`src/rtl/sram_arb_pkg.sv`:
```
// Shared types and the round-robin pick function for the SRAM arbiter.
package sram_arb_pkg;

  typedef enum logic {ST_INIT, ST_RUN} sram_arb_state_t;

  localparam int unsigned MAX_NREQ = 32;

  // One-hot grant to the first set bit of valid at or above ptr, wrapping at nreq.
  function automatic logic [MAX_NREQ-1:0] rr_pick(
    input logic [MAX_NREQ-1:0] valid,
    input int unsigned         ptr,
    input int unsigned         nreq
  );
    logic [MAX_NREQ-1:0] gnt;
    logic [5:0]          idx;
    logic                found;
    gnt   = '0;
    found = 1'b0;
    for (int unsigned k = 0; k < MAX_NREQ; k++) begin
      if (k < nreq) begin
        idx = 6'(ptr) + 6'(k);
        if (idx >= 6'(nreq)) idx = idx - 6'(nreq);
        if (!found && valid[idx[4:0]]) begin
          gnt[idx[4:0]] = 1'b1;
          found         = 1'b1;
        end
      end
    end
    return gnt;
  endfunction

endpackage

```
`src/rtl/sram_arb_if.sv`:
```
// Requester handshake, response and SRAM macro pins of the arbiter.
interface sram_arb_if #(
  parameter int unsigned WIDTH    = 32,
  parameter int unsigned LG_DEPTH = 10,
  parameter int unsigned BYTESIZE = 8,
  parameter int unsigned NREQ     = 2
);
  localparam int unsigned NB = WIDTH / BYTESIZE;

  logic [NREQ-1:0]          req_valid;
  logic [NREQ-1:0]          req_ready;
  logic [NREQ-1:0]          req_write;
  logic [NREQ-1:0]          req_lock;
  logic [NREQ*LG_DEPTH-1:0] req_addr;
  logic [NREQ*NB-1:0]       req_bm;
  logic [NREQ*WIDTH-1:0]    req_wdata;
  logic [NREQ-1:0]          rsp_valid;
  logic [WIDTH-1:0]         rsp_data;
  logic                     init_done;
  logic [LG_DEPTH-1:0]      sram_a;
  logic [NB-1:0]            sram_bm;
  logic                     sram_web;
  logic                     sram_csb;
  logic                     sram_oeb;
  logic [WIDTH-1:0]         sram_i;
  logic [WIDTH-1:0]         sram_o;

  modport slave (
    input  req_valid, req_write, req_lock, req_addr, req_bm, req_wdata, sram_o,
    output req_ready, rsp_valid, rsp_data, init_done,
           sram_a, sram_bm, sram_web, sram_csb, sram_oeb, sram_i
  );

  modport master (
    output req_valid, req_write, req_lock, req_addr, req_bm, req_wdata, sram_o,
    input  req_ready, rsp_valid, rsp_data, init_done,
           sram_a, sram_bm, sram_web, sram_csb, sram_oeb, sram_i
  );

endinterface

```
`src/rtl/sram_arb_rr.sv`:
```
// Round-robin pointer and grant-lock owner; produces the one-hot grant.
module sram_arb_rr
  import sram_arb_pkg::*;
#(
  parameter int unsigned NREQ = 2
) (
  input  logic            clk,
  input  logic            reset,
  input  logic            run_i,
  input  logic [NREQ-1:0] valid_i,
  input  logic [NREQ-1:0] lock_i,
  output logic [NREQ-1:0] gnt_c_o
);
  localparam int unsigned PTR_W = (NREQ > 1) ? $clog2(NREQ) : 1;

  logic [PTR_W-1:0] ptr_q, ptr_d;
  logic [PTR_W-1:0] owner_q, owner_d;
  logic             locked_q, locked_d;
  logic [PTR_W-1:0] gidx_c;
  logic [NREQ-1:0]  elig_c;
  logic [NREQ-1:0]  gnt_c;

  always_ff @(posedge clk or posedge reset) begin
    if (reset) begin
      ptr_q    <= '0;
      owner_q  <= '0;
      locked_q <= 1'b0;
    end else begin
      ptr_q    <= ptr_d;
      owner_q  <= owner_d;
      locked_q <= locked_d;
    end
  end

  // While locked only the owner is eligible, so an idle owner stalls everyone.
  always_comb begin
    elig_c   = locked_q ? (NREQ'(1) << owner_q) : '1;
    gnt_c    = run_i ? NREQ'(rr_pick(MAX_NREQ'(valid_i & elig_c), 32'(ptr_q), NREQ)) : '0;
    gidx_c   = '0;
    ptr_d    = ptr_q;
    owner_d  = owner_q;
    locked_d = locked_q;
    for (int unsigned r = 0; r < NREQ; r++) begin
      if (gnt_c[r]) gidx_c = PTR_W'(r);
    end
    if (gnt_c != '0) begin
      ptr_d = (32'(gidx_c) == NREQ - 1) ? '0 : gidx_c + PTR_W'(1);
      if (lock_i[gidx_c]) begin
        locked_d = 1'b1;
        owner_d  = gidx_c;
      end else begin
        locked_d = 1'b0;
      end
    end
  end

  assign gnt_c_o = gnt_c;

endmodule

```
`src/rtl/sram_arb.sv`:
```
// Arbitrates NREQ requesters onto one single-port byte-masked SRAM.
// Define SRAM_ARB_INIT_EN to clear the whole array after reset.
module sram_arb
  import sram_arb_pkg::*;
#(
  parameter int unsigned WIDTH    = 32,
  parameter int unsigned LG_DEPTH = 10,
  parameter int unsigned BYTESIZE = 8,
  parameter int unsigned NREQ     = 2
) (
  input  logic      clk,
  input  logic      reset,
  sram_arb_if.slave bus
);
  localparam int unsigned NB = WIDTH / BYTESIZE;

  sram_arb_state_t     state_q, state_d;
  logic                init_done_q, init_done_d;
  logic [NREQ-1:0]     rsp_valid_q;
  logic [NREQ-1:0]     gnt_c;
  logic                init_c, run_c;
  logic [LG_DEPTH-1:0] init_addr_c;
  logic [LG_DEPTH-1:0] sram_a_c;
  logic [NB-1:0]       sram_bm_c;
  logic [WIDTH-1:0]    sram_i_c;
  logic                sram_web_c, sram_csb_c;

`ifdef SRAM_ARB_INIT_EN
  logic [LG_DEPTH-1:0] cnt_q, cnt_d;

  always_ff @(posedge clk or posedge reset) begin
    if (reset) begin
      state_q     <= ST_INIT;
      cnt_q       <= '0;
      init_done_q <= 1'b0;
    end else begin
      state_q     <= state_d;
      cnt_q       <= cnt_d;
      init_done_q <= init_done_d;
    end
  end

  always_comb begin
    state_d     = state_q;
    cnt_d       = cnt_q;
    init_done_d = init_done_q;
    if (state_q == ST_INIT) begin
      cnt_d = cnt_q + LG_DEPTH'(1);
      if (cnt_q == '1) begin
        state_d     = ST_RUN;
        init_done_d = 1'b1;
      end
    end
  end

  // Held off while reset is asserted so the macro stays deselected.
  assign init_c      = (state_q == ST_INIT) && !reset;
  assign init_addr_c = cnt_q;
`else
  always_ff @(posedge clk or posedge reset) begin
    if (reset) begin
      state_q     <= ST_RUN;
      init_done_q <= 1'b0;
    end else begin
      state_q     <= state_d;
      init_done_q <= init_done_d;
    end
  end

  always_comb begin
    state_d     = ST_RUN;
    init_done_d = 1'b1;
  end

  assign init_c      = 1'b0;
  assign init_addr_c = '0;
`endif

  assign run_c = init_done_q && (state_q == ST_RUN);

  sram_arb_rr #(.NREQ(NREQ)) u_rr (
    .clk     (clk),
    .reset   (reset),
    .run_i   (run_c),
    .valid_i (bus.req_valid),
    .lock_i  (bus.req_lock),
    .gnt_c_o (gnt_c)
  );

  // Clear writes or the granted request drive the macro pins directly.
  always_comb begin
    sram_csb_c = 1'b1;
    sram_web_c = 1'b1;
    sram_a_c   = '0;
    sram_bm_c  = '0;
    sram_i_c   = '0;
    if (init_c) begin
      sram_csb_c = 1'b0;
      sram_web_c = 1'b0;
      sram_a_c   = init_addr_c;
      sram_bm_c  = '1;
    end else begin
      for (int unsigned r = 0; r < NREQ; r++) begin
        if (gnt_c[r]) begin
          sram_csb_c = 1'b0;
          sram_web_c = ~bus.req_write[r];
          sram_a_c   = bus.req_addr[r*LG_DEPTH +: LG_DEPTH];
          sram_bm_c  = bus.req_bm[r*NB +: NB];
          sram_i_c   = bus.req_wdata[r*WIDTH +: WIDTH];
        end
      end
    end
  end

  always_ff @(posedge clk or posedge reset) begin
    if (reset) rsp_valid_q <= '0;
    else       rsp_valid_q <= gnt_c;
  end

  assign bus.req_ready = gnt_c;
  assign bus.rsp_valid = rsp_valid_q;
  assign bus.rsp_data  = bus.sram_o;
  assign bus.init_done = init_done_q;
  assign bus.sram_a    = sram_a_c;
  assign bus.sram_bm   = sram_bm_c;
  assign bus.sram_web  = sram_web_c;
  assign bus.sram_csb  = sram_csb_c;
  assign bus.sram_oeb  = 1'b0;
  assign bus.sram_i    = sram_i_c;

endmodule

```
`src/flat_wrapper.sv`:
```
// flat-port wrapper written by rule: the top's interface ports become plain ports
module sram_arb_flat import sram_arb_pkg::*;
#(
  parameter int unsigned WIDTH    = 32,
  parameter int unsigned LG_DEPTH = 10,
  parameter int unsigned BYTESIZE = 8,
  parameter int unsigned NREQ     = 2
)
  (clk, reset, bus_req_valid, bus_req_write, bus_req_lock, bus_req_addr, bus_req_bm, bus_req_wdata, bus_sram_o, bus_req_ready, bus_rsp_valid, bus_rsp_data, bus_init_done, bus_sram_a, bus_sram_bm, bus_sram_web, bus_sram_csb, bus_sram_oeb, bus_sram_i);
  sram_arb_if #(.WIDTH(WIDTH), .LG_DEPTH(LG_DEPTH), .BYTESIZE(BYTESIZE), .NREQ(NREQ)) bus_i ();
  input  logic clk;
  input  logic reset;
  input wire logic [$bits(bus_i.req_valid)-1:0] bus_req_valid;
  input wire logic [$bits(bus_i.req_write)-1:0] bus_req_write;
  input wire logic [$bits(bus_i.req_lock)-1:0] bus_req_lock;
  input wire logic [$bits(bus_i.req_addr)-1:0] bus_req_addr;
  input wire logic [$bits(bus_i.req_bm)-1:0] bus_req_bm;
  input wire logic [$bits(bus_i.req_wdata)-1:0] bus_req_wdata;
  input wire logic [$bits(bus_i.sram_o)-1:0] bus_sram_o;
  output wire logic [$bits(bus_i.req_ready)-1:0] bus_req_ready;
  output wire logic [$bits(bus_i.rsp_valid)-1:0] bus_rsp_valid;
  output wire logic [$bits(bus_i.rsp_data)-1:0] bus_rsp_data;
  output wire logic [$bits(bus_i.init_done)-1:0] bus_init_done;
  output wire logic [$bits(bus_i.sram_a)-1:0] bus_sram_a;
  output wire logic [$bits(bus_i.sram_bm)-1:0] bus_sram_bm;
  output wire logic [$bits(bus_i.sram_web)-1:0] bus_sram_web;
  output wire logic [$bits(bus_i.sram_csb)-1:0] bus_sram_csb;
  output wire logic [$bits(bus_i.sram_oeb)-1:0] bus_sram_oeb;
  output wire logic [$bits(bus_i.sram_i)-1:0] bus_sram_i;
  assign bus_i.req_valid = bus_req_valid;
  assign bus_i.req_write = bus_req_write;
  assign bus_i.req_lock = bus_req_lock;
  assign bus_i.req_addr = bus_req_addr;
  assign bus_i.req_bm = bus_req_bm;
  assign bus_i.req_wdata = bus_req_wdata;
  assign bus_i.sram_o = bus_sram_o;
  assign bus_req_ready = bus_i.req_ready;
  assign bus_rsp_valid = bus_i.rsp_valid;
  assign bus_rsp_data = bus_i.rsp_data;
  assign bus_init_done = bus_i.init_done;
  assign bus_sram_a = bus_i.sram_a;
  assign bus_sram_bm = bus_i.sram_bm;
  assign bus_sram_web = bus_i.sram_web;
  assign bus_sram_csb = bus_i.sram_csb;
  assign bus_sram_oeb = bus_i.sram_oeb;
  assign bus_sram_i = bus_i.sram_i;
  sram_arb #(.WIDTH(WIDTH), .LG_DEPTH(LG_DEPTH), .BYTESIZE(BYTESIZE), .NREQ(NREQ)) u_core (.clk(clk), .reset(reset), .bus(bus_i));
endmodule
```
`config.mk`:
```
export PLATFORM = sky130hd
export DESIGN_NAME = sram_arb_flat
export DESIGN_NICKNAME = d
export VERILOG_FILES = /design/src/rtl/sram_arb_pkg.sv /design/src/rtl/sram_arb_if.sv /design/src/rtl/sram_arb_rr.sv /design/src/rtl/sram_arb.sv /design/src/flat_wrapper.sv
export SDC_FILE = /design/constraint.sdc
export NUM_CORES = 1
export LEC_CHECK = 0
export CORE_AREA = 2 2 84 86
export DETAILED_ROUTE_END_ITERATION = 10
export DIE_AREA = 0 0 86 88
export PLACE_DENSITY = 0.7
export SYNTH_ARGS = -nofsm -noshare
export SYNTH_HDL_FRONTEND = slang
export SYNTH_SLANG_ARGS = --single-unit
```
`constraint.sdc`:
```
create_clock -name clk -period 2.4 [get_ports clk]
set_input_delay 0.48 -clock clk [delete_from_list [all_inputs] [get_ports clk]]
set_output_delay 0.48 -clock clk [all_outputs]
set_load 0.005 [all_outputs]
```
After elaboration in Yosys (flattened, before gate mapping)
Cells that the tools add are included.

word-level totals
  register bits after elaboration = 6
  input port bits = 132
  output and inout bits = 86
  logic and storage cells = 57

cells by class
  $add $sub $neg = 4
  $lt $le $gt $ge = 7
  shift operators = 1
  multiplexer cells = 30
  bitwise gates (word level) = 4
  reductions and logical operators = 6

operator list
  kind                                                                   count
  32-bit 2-to-1 mux                                                      2
  10-bit 2-to-1 mux                                                      2
  1-bit 2-to-1 mux                                                       14
  5-bit by 6-bit < comparator with 1-bit output, second input constant   2
  1-bit binary-select mux with 5-bit select                              2
  1-bit demux with 5-bit select                                          2
  5-bit by 1-bit >= comparator with 1-bit output, second input constant  2
  5-bit 2-to-1 mux                                                       2
  2-bit 2-to-1 mux                                                       4
  4-bit 2-to-1 mux                                                       2
  1-bit logical AND                                                      3
  1-bit by 2-bit subtractor with 3-bit output, second input constant     1
  2-bit by 2-bit subtractor with 3-bit output, second input constant     1
  1-bit by 1-bit adder with 2-bit output, second input constant          1
  2-bit bitwise AND                                                      1
  1-bit by 2-bit >= comparator with 1-bit output, second input constant  1
  2-bit >= comparator, second input constant                             1
  1-bit by 2-bit < comparator with 1-bit output, second input constant   1
  1-bit NOT                                                              2
  2-bit OR                                                               1
  2-bit AND reduction                                                    1
  2-bit nonzero test                                                     1
  1-bit by 1-bit left shift with 2-bit output, first input constant      1
  1-bit adder, second input constant                                     1
  1-bit logical NOT                                                      1

Longest topological paths before layout
Gate-level depths: netlist (run 1).

  depth after elaboration = 14
  depth in mapped cells = 6
  mapped depth without buffers = 4

Hierarchy
Synthesis (run 1) repeated with hierarchy kept, for this count alone.

second synthesis, totals
  cell total of the unflattened synthesis = 128
  area total of the unflattened synthesis = 1136.1 µm²

by module, submodules not included
  module       instances  cells an instance  area each (µm²)  seq. area each (µm²)
  sram_arb     1          103                907.1            75.1
  sram_arb_rr  1          25                 229.0            75.1

Least setup slack after synthesis (run 1)
Ideal clock, no wire load.

  kind = input -> output
  start point = input bus_req_valid[1]
  end point = output bus_sram_a[1]
  arrival time = 1.246 ns
  required time = 1.920 ns
  setup slack = 0.674 ns
  cell stages on the path = 4
  buffers on the path = 1
  path through = nand2_1 > a211oi_4 > buf_2 > a22o_1

between the ends
  cells in the longest elaborated chain, start to end = 10
  elaborated cells between the ends (all ways) = 14
  those cells by class = mux (10); bitwise (2); reduce/logical (2)

RTL lines
  what                                       line                source
  from (decl)                                flat_wrapper.sv:13  input wire logic [$bits(bus_i.req_valid)-1:0] bus_req_valid;
  2-bit bitwise AND (*)                      sram_arb_rr.sv:38   gnt_c = run_i ? NREQ'(rr_pick(MAX_NREQ'(valid_i & elig_c), 32'(ptr_q), NREQ)) : '0;
  1-bit binary-select mux with 5-bit select  sram_arb_pkg.sv:23  if (!found && valid[idx[4:0]]) begin
  1-bit 2-to-1 mux (implied by the code)     sram_arb_pkg.sv:23
  1-bit 2-to-1 mux                           sram_arb_pkg.sv:23
  1-bit logical NOT                          sram_arb_pkg.sv:23
  1-bit logical AND                          sram_arb_pkg.sv:23
  2-bit 2-to-1 mux (*)                       sram_arb_pkg.sv:23
  2-bit 2-to-1 mux (*)                       sram_arb_rr.sv:38
  10-bit 2-to-1 mux                          sram_arb.sv:104     if (gnt_c[r]) begin
  10-bit 2-to-1 mux (*)                      sram_arb.sv:104
  to (decl)                                  flat_wrapper.sv:24  output wire logic [$bits(bus_i.sram_a)-1:0] bus_sram_a;

Mark *: on every way between the ends. The rest lies on a longest branch, timed or not. The select of a mux whose other input is x is not followed.

Worst setup path in the final report (run 1)
  start point = input bus_req_valid[1]
  end point = output bus_sram_i[7]

between the ends
  cells in the longest elaborated chain, start to end = 10
  elaborated cells between the ends (all ways) = 14
  those cells by class = mux (10); bitwise (2); reduce/logical (2)

RTL lines
  what                                       line                source
  2-bit bitwise AND (*)                      sram_arb_rr.sv:38
  1-bit binary-select mux with 5-bit select  sram_arb_pkg.sv:23
  1-bit 2-to-1 mux (implied by the code)     sram_arb_pkg.sv:23
  1-bit 2-to-1 mux                           sram_arb_pkg.sv:23
  1-bit logical NOT                          sram_arb_pkg.sv:23
  1-bit logical AND                          sram_arb_pkg.sv:23
  2-bit 2-to-1 mux (*)                       sram_arb_pkg.sv:23
  2-bit 2-to-1 mux (*)                       sram_arb_rr.sv:38
  32-bit 2-to-1 mux                          sram_arb.sv:104
  32-bit 2-to-1 mux (*)                      sram_arb.sv:104
  to (decl)                                  flat_wrapper.sv:29  output wire logic [$bits(bus_i.sram_i)-1:0] bus_sram_i;

Marked as above.

==> results of run 1 <==
## cell families (layout without fill, tap and decap cells)
kind of cell | after synthesis | after routing | synth area share
AO/OA/AOI/OAI | 55 | 55 | 0.4697
AND/OR/NAND/NOR | 10 | 10 | 0.04698
buffers and inverters | 46 | 176 | 0.3177
other | 2 | 2 | 0.007419
multiplexers | 1 | 1 | 0.009889
flip-flops | 6 | 6 | 0.1483
## power groups by stage
stage	Sequential [mW]	Combinational, mW	Clock (mW)
6_report	0.164	0.768	0.153
5_1_grt	0.169	0.828	0.161
4_1_cts	0.155	0.765	0.160
3_5_place_dp	0.152	0.770	0
3_3_place_gp	0.151	0.761	0
2_1_floorplan	0.149	0.315	0
## synth_stat cells (all sizes together), types with 2 or more instances
| cell | number | area share |
|---|---|---|
| buf | 43 | 0.31 |
| nand2 | 3 | 0.011 |
| nor2 | 3 | 0.011 |
| dfrtp | 6 | 0.15 |
| a22o | 46 | 0.40 |
| inv | 2 | 0.0074 |
| conb | 2 | 0.0074 |
| a211oi | 2 | 0.027 |
| a21oi | 2 | 0.0099 |
## worst reg2reg max path, cell delays in order (launching register included)
cell	delay, ps
dfrtp_1	440
nand2_2	110
a211oi_4	240
buf_6	160
buf_8	130
buf_4	130
mux2i_1	160
o21ai_0	90
## flip-flops by register name, summed over array words and instances, names as in the netlist
signal,flops
u_core.bus.init_done,1
u_core.u_rr.ptr_q,1
u_core.u_rr.owner_q,1
u_core.bus.rsp_valid,2
u_core.u_rr.locked_q,1
## layer usage
layer / GRT usage / vias to the layer above / wire length, um
li1: - / 680 / -
met1: 0.1130 / 658 / 1730
met2: 0.2248 / 118 / 2491
met3: 0.03676 / 8 / 687
met4: 0.02165 / 0 / 31
met5: 0 / - / 0
## final timing paths
path | depth (start not counted) | endpoint | start
min in group clk | 2 | u_core.u_rr.owner_q$_DFFE_PP0P_ | u_core.u_rr.owner_q$_DFFE_PP0P_
max in group asynchronous | 2 | u_core.u_rr.owner_q$_DFFE_PP0P_ | reset
hold reg to reg | 2 | u_core.u_rr.owner_q$_DFFE_PP0P_ | u_core.u_rr.owner_q$_DFFE_PP0P_
setup reg to reg | 7 | u_core.u_rr.locked_q$_DFFE_PP0P_ | u_core.bus.init_done$_DFF_PP0_
hold / removal | 2 | u_core.u_rr.ptr_q$_DFFE_PP0P_ | reset
setup / recovery | 9 | bus_sram_i[7] | bus_req_valid[1]
## area by class of cell
type / instances / area [um^2]
Sequential cell: 6 / 152.6
Clock buffer: 3 / 41.29
Inverter: 2 / 7.507
Multi-Input combinational cell: 68 / 573.1
Timing Repair Buffer: 171 / 1685
Tap cell: 80 / 100.1
Fill cell: 696 / 4084
## timing repair
item,in CTS,in global routing
pin swaps,1,1
setup endpoints to repair,50,7
resized for setup,63,9
cloned,1,0
hold endpoints to repair,0,0
setup buffers,6,3
==> metrics.yaml, run 1 <==
cts:
  cts_hold_buf: 0
  cts_tree: "done"
  cts_inserted_buffers: 3
  cts_max_level: 1
  clockRootBuffer: "clkbuf_8"
  clk_path_buf_depth: 2
  clk_pin_slew_ps: 40
  clk_latency_ps: 220
  cts_sinks: 6
sta:
  skew_ps: 2.506
  post-route-period-util: 0.9830
  tns_ps: 0
  setup-violations-final: 0
  fmax_mhz: 423.9
  hold_violations: 0
  final_max_slew_viol_count: 0
  min_period_ps: 2359
  whs_ps: 472.9
  setup_slack_ps: 40.71
setup_path:
  start_kind: "primary input"
  crit_top_cell: "buf_4"
  rrSetupSlack_ps: 820
  path_buf_inv: 6
  crit_path_cell_trace: "dlygate4sd2_1 > nand2_2 > a211oi_4 > buf_6 > buf_12 > buf_4 > buf_4 > a22o_1 > clkdlybuf4s15_1"
  cpPeakStageDelay_ps: 240
  crit_path_top_delay_cell: "dlygate4sd2_1"
  crit_family: "buffers and inverters"
  path_class: "in2out"
  worstSetupEndpointType: "primary output"
  crit_required_ps: 1920
  cp_max_fo: 10
  arrival_ps: 1880
finish:
  final_cell_mix: "103 x clkdlybuf4s50_1, 46 x a22o_1, 43 x dlygate4sd2_1, 12 x buf_4, 4 x dfrtp_1"
  final_common_cell: "clkdlybuf4s50_1"
  utilization: 0.3853
  fin_area_mm2: 0.002560
  final_cells: 330
  drive_gt1_frac: 0.1240
  nets: 384
  diodes: 0
  area_growth_pct: 152.9
yosys:
  synthArstFlopShare: 1.000
  synthFlopType: "dfrtp_1"
  ys_ff_latch: 6
  synth_area_mm2: 0.001012
  synth_edf_count: 0
  synthDistinctLibCells: 22
  avgSynthCellArea_um2: 8.435
  syn_inst: 120
  yosysWarnings: 0
  seq_area_frac_synth: 0.1483
  synth_nets: 252
global_route:
  grt_pass1_wl_mm: 6.817
  grtUsageTotal: 0.1124
  grt_antenna_before_repair: 0
  grt_pass1_vias: 1442
  overflow: 0
  grt_max_degree: 26
floorplan:
  io_pins: 218
  initial_core_util: 0.1524
  core_area_mm2: 0.006644
  fp.dieArea_mm2: 0.007568
  dieHeight_um: 88
  die_x_um: 86
  std_cell_rows: 30
power_and_ir_drop:
  pwr-share-clk: 0.141
  switching_share: 0.3258
  seqPwrFrac: 0.151
  power_mw: 1.085
  combPwrFrac: 0.708
  cellLeakagePower_nw: 1.184
  power_density_mw_per_mm2: 423.7
  peakVddDrop_mv: 0.2736
  intPower_mw: 0.7313
  power.switching_mw: 0.3535
outcome:
  status: "finished, final reports clean"
placement:
  gp_congestion: 0.7666
  dp.cells: 317
  place_ws_ps: -451.7
  post_dp_cell_area_mm2: 0.002427
  io_buffers: 152
  dp_hpwl_mm: 3.974
drt:
  drc: 0
  dr.pass1.iters: 4
  ant_nets: 0
  drt_iter0_drc: 22
  drt-total-wl_mm: 4.941
  wl_per_cell_um: 14.97
  num_vias: 1464
  viasPerCell: 4.436
hold_path:
  min_path_type: "in2async"
run:
  cap_violations: 0
No activity file was read; power rests on OpenSTA's default activity.
==> run 2, diff against run 1 <==
- GPL_TIMING_DRIVEN: default -> 0
==> run 2 against run 1 <==
Effect of this change: the flow now finishes with violations (setup timing); routed wire length is 17% higher; largest cell class unchanged; hold slack worse by 5.1 ps; highest routed layer unchanged; critical path depth fell by 4.
==> metrics.yaml, run 2 (synthesized netlist as in run 1, its figures left out) <==
drt:
  viasPerCell: 4.275
  wl_per_cell_um: 14.05
  dr.pass1.iters: 4
  drt-total-wl_mm: 5.776
  drc: 0
  ant_nets: 0
  num_vias: 1757
  drt_iter0_drc: 20
setup_path:
  start_kind: "flop"
  regToRegEndpoint: "u_core.u_rr.owner_q$_DFFE_PP0P_"
  cp_max_fo: 4
  crit_required_ps: 1920
  arrival_ps: 1940
  r2r_cells: 8
  worstSetupEndpointType: "primary output"
  worstReg2RegStart: "u_core.u_rr.locked_q$_DFFE_PP0P_"
  rrSetupSlack_ps: 870
  path_class: "reg2out"
sta:
  rsz0062_at_grt: "yes"
  post-route-period-util: 1.007
  setup_slack_ps: -17.85
  skew_ps: 1.381
  min_period_ps: 2418
  final_max_slew_viol_count: 0
  fmax_mhz: 413.6
  hold_violations: 0
  setup-violations-final: 1
floorplan:
  io_pins: 218
  std_cell_rows: 30
  core_area_mm2: 0.006644
  dieHeight_um: 88
  fp.dieArea_mm2: 0.007568
  die_x_um: 86
  initial_core_util: 0.1524
cts:
  clk_pin_slew_ps: 40
  clk_path_buf_depth: 2
  cts_hold_buf: 0
  cts_max_level: 1
  clockRootBuffer: "clkbuf_8"
  clk_latency_ps: 220
  cts_sinks: 6
  cts_tree: "done"
  cts_inserted_buffers: 3
finish:
  utilization: 0.4976
  final_cell_mix: "135 x clkdlybuf4s50_1, 56 x buf_4, 46 x a22o_1, 24 x dlygate4sd2_1, 11 x dlymetal6s2s_1"
  diodes: 0
  nets: 465
  drive_gt1_frac: 0.2628
  final_common_cell: "clkdlybuf4s50_1"
  area_growth_pct: 226.6
  largest_reg_flops: 2
hold_path:
  min_path_type: "in2async"
power_and_ir_drop:
  seqPwrFrac: 0.127
  pwr-share-clk: 0.116
  peakVddDrop_mv: 0.3463
  intPower_mw: 0.8954
  combPwrFrac: 0.756
  power.switching_mw: 0.3901
  power_mw: 1.285
  power_density_mw_per_mm2: 388.9
  switching_share: 0.3035
  cellLeakagePower_nw: 1.666
outcome:
  status: "complete, but fails checks"
  violations: "setup timing"
global_route:
  grt_pass1_vias: 1682
  grt_antenna_before_repair: 0
  grt_pass1_wl_mm: 7.948
  grtUsageTotal: 0.1306
  overflow: 0
  grt_max_degree: 12
run:
  cap_violations: 0
placement:
  dp_hpwl_mm: 4.640
  gp_congestion: 0.8287
  io_buffers: 184
  place_ws_ps: -775.4
-- run 2: cell types whose count changed in the layout (fill, tap and decap cells not counted), moves of 4 or more --
cell / previous run / this run
clkdlybuf4s15_1: 3 / 7
dlygate4sd2_1: 43 / 24
buf_6: 1 / 6
dlymetal6s2s_1: 1 / 11
clkdlybuf4s50_1: 103 / 135
buf_4: 12 / 56
-- run 2: repair_timing --
| item | in CTS | in global routing |
|---|---|---|
| pin swaps | 1 | 1 |
| resized for setup | 70 | 36 |
| setup buffers | 12 | 10 |
| endpoints found under the setup margin | 50 | 22 |
| gates cloned | 1 | 1 |
-- run 2: worst max-delay path by stage --
stage                                startpoint  cells after the start              to
2_1_floorplan                  bus_req_valid[1]                      4   bus_sram_a[1]
3_3_place_gp                   bus_req_valid[0]                      7   bus_sram_i[9]
3_5_place_dp                   bus_req_valid[0]                      7   bus_sram_i[9]
4_1_cts        u_core.u_rr.locked_q$_DFFE_PP0P_                      6    bus_sram_web
5_1_grt        u_core.u_rr.locked_q$_DFFE_PP0P_                      7  bus_sram_i[18]
6_report        u_core.u_rr.owner_q$_DFFE_PP0P_                      5    bus_sram_csb
-- run 2: layer usage --
layer  GRT usage  part of all wire
met1      0.1388              0.35
met2      0.2452              0.52
met3     0.04807              0.13
met4     0.03030            0.0078
met5           0                 0
-- run 2: cell type report --
class,count,area (um^2)
clock buffer,3,41.29
tap,80,100.1
multi-input combinational,68,583.1
inverter,2,7.507
fill,629,3338
buffer,44,379.1
timing repair buffer,208,2041
sequential,6,153.9
-- run 2: through the flow --
step | instance area, um^2 | setup TNS [ps] | instances | hold WS, ps
after floorplan | 1012 | 0 | 120 | 271.0
after global placement | 2954 | -30370 | 384 | 557.6
after detailed placement | 2954 | -30980 | 384 | 579.2
after CTS | 3171 | -729.9 | 400 | 470.8
after global routing | 3306 | -187.2 | 411 | 506.5
final | 3306 | -17.85 | 411 | 467.8
-- run 2: power groups by stage --
stage	sequential [mW]	combinational, mW	clock [mW]
final	0.164	0.972	0.149
after detailed placement	0.156	0.840	0
after global placement	0.153	0.837	0
after CTS	0.154	0.928	0.153
after floorplan	0.149	0.315	0
after global routing	0.168	1.05	0.159
-- run 2: worst max-delay path, cell delays in order (launching register included) --
cell	delay, ps
dfrtp_2	430
buf_4	140
buf_4	120
nand2b_1	130
o221ai_1	310
clkdlybuf4s50_1	570
==> run 3, diff against run 2 <==
- CTS_BUF_LIST: default -> sky130_fd_sc_hd__clkbuf_4
- GPL_ROUTABILITY_DRIVEN: default -> 0
==> run 3 against run 2 <==
Effect of this change: the flow still finishes with violations (setup timing); combinational power is 6.4% lower; routed wire length decreased by 2.3%; clock power fell by 40%.
==> metrics.yaml, run 3 (synthesized netlist as in run 1, its figures left out) <==
sta:
  setup_slack_ps: -13.66
  tns_ps: -13.66
  rsz0062_at_grt: "yes"
  fmax_mhz: 414.3
  post-route-period-util: 1.006
  final_max_slew_viol_count: 0
  whs_ps: 445.2
  min_period_ps: 2414
  setup-violations-final: 1
  hold_violations: 0
  skew_ps: 6.210
power_and_ir_drop:
  peakVddDrop_mv: 0.2245
  power_mw: 1.174
  power.switching_mw: 0.3729
  combPwrFrac: 0.775
  cellLeakagePower_nw: 1.709
  power_density_mw_per_mm2: 364.9
  switching_share: 0.3176
  seqPwrFrac: 0.149
  intPower_mw: 0.8011
  pwr-share-clk: 0.076
cts:
  clk_latency_ps: 240
  cts_inserted_buffers: 3
  cts_sinks: 6
  clk_path_buf_depth: 2
  cts_max_level: 1
  cts_hold_buf: 0
  clk_pin_slew_ps: 50
  clockRootBuffer: "clkbuf_4"
  cts_tree: "done"
floorplan:
  core_area_mm2: 0.006644
  die_x_um: 86
  io_pins: 218
  std_cell_rows: 30
  dieHeight_um: 88
  fp.dieArea_mm2: 0.007568
  initial_core_util: 0.1524
setup_path:
  arrival_ps: 1930
  worstSetupEndpointType: "primary output"
  crit_required_ps: 1920
  path_class: "reg2out"
  crit_path_cell_trace: "nor2b_4 > a211oi_4 > buf_6 > buf_8 > a22o_1 > clkdlybuf4s50_1"
  cp_max_fo: 7
  start_kind: "flop"
  crit_path_top_delay_cell: "clkdlybuf4s50_1"
  cpPeakStageDelay_ps: 500
  rrSetupSlack_ps: 910
drt:
  drt_iter0_drc: 24
  ant_nets: 0
  wl_per_cell_um: 14.04
  drt-total-wl_mm: 5.646
  viasPerCell: 4.271
  dr.pass1.iters: 4
  drc: 0
  num_vias: 1717
global_route:
  overflow: 0
  grt_antenna_before_repair: 0
  grtUsageTotal: 0.1267
  grt_max_degree: 12
  grt_pass1_vias: 1660
  grt_pass1_wl_mm: 7.783
finish:
  largest_reg_flops: 2
  num-fill-cells: 645
  diodes: 0
  utilization: 0.4842
  final_common_cell: "clkdlybuf4s50_1"
  final_cell_mix: "135 x clkdlybuf4s50_1, 49 x buf_4, 46 x a22o_1, 23 x dlygate4sd2_1, 19 x dlymetal6s2s_1"
  nets: 456
  area_growth_pct: 217.8
  drive_gt1_frac: 0.2484
placement:
  dp_hpwl_mm: 4.640
  io_buffers: 184
outcome:
  violations: "setup timing"
  status: "complete, but fails checks"
hold_path:
  min_path_type: "in2async"
run:
  cap_violations: 0
==> run 3: metal layers <==
| metal | GRT usage | share of wire |
|---|---|---|
| met2 | 0.2396 | 0.53 |
| met5 | 0 | 0 |
| met1 | 0.1376 | 0.35 |
| met3 | 0.04430 | 0.13 |
| met4 | 0.02165 | 0.0018 |
==> run 3: area by class of cell <==
type | instances | area [um^2] | share of cell area
buffer | 44 | 379.1 | 0.1179
multi-input combinational | 68 | 580.6 | 0.1805
tap | 80 | 100.1 | 0.03112
sequential | 6 | 155.1 | 0.04823
inverter | 2 | 7.507 | 0.002334
clock buffer | 3 | 22.52 | 0.007001
timing repair buffer | 199 | 1972 | 0.6130
==> run 3: path summary, 6_finish.rpt <==
kind | end | startpoint | depth (start not counted)
min | u_core.bus.rsp_valid[1]$_DFF_PP0_ | reset | 2
max in group asynchronous | u_core.u_rr.ptr_q$_DFFE_PP0P_ | reset | 2
min in group clk | u_core.u_rr.locked_q$_DFFE_PP0P_ | u_core.u_rr.locked_q$_DFFE_PP0P_ | 2
min reg2reg | u_core.u_rr.locked_q$_DFFE_PP0P_ | u_core.u_rr.locked_q$_DFFE_PP0P_ | 2
max reg2reg | u_core.u_rr.owner_q$_DFFE_PP0P_ | u_core.u_rr.locked_q$_DFFE_PP0P_ | 6
max | bus_sram_i[30] | u_core.u_rr.locked_q$_DFFE_PP0P_ | 6
==> run 3: stage by stage <==
step | area [um^2] | cells | setup slack (ps)
2_1_floorplan | 1012 | 120 | 674.0
3_3_place_gp | 2954 | 384 | -777.3
3_5_place_dp | 2954 | 384 | -775.4
4_1_cts | 3118 | 397 | -100.8
5_1_grt | 3217 | 402 | -121.3
6_report | 3217 | 402 | -13.66
==> run 3: worst max-delay path, delay by kind of cell (launching register included) <==
kind | cells | cell delay (ps)
buffers and inverters | 3 | 800
flip-flops | 1 | 440
AO/OA/AOI/OAI | 2 | 300
AND/OR/NAND/NOR | 1 | 150
==> run 3: power groups by stage <==
| stage | clock network [mW] | registers, mW | logic, mW |
|---|---|---|---|
| after floorplan | 0 | 0.149 | 0.315 |
| after global placement | 0 | 0.153 | 0.837 |
| after detailed placement | 0 | 0.156 | 0.840 |
| after CTS | 0.0953 | 0.162 | 0.906 |
| after global routing | 0.0986 | 0.181 | 0.983 |
| final | 0.0898 | 0.175 | 0.910 |
==> run 3: repair_timing <==
action / in CTS / in global routing
buffers inserted: 10 / 4
gates resized for setup: 61 / 36
gates cloned: 0 / 1
pin swaps: 1 / 2
setup endpoints to repair: 50 / 24
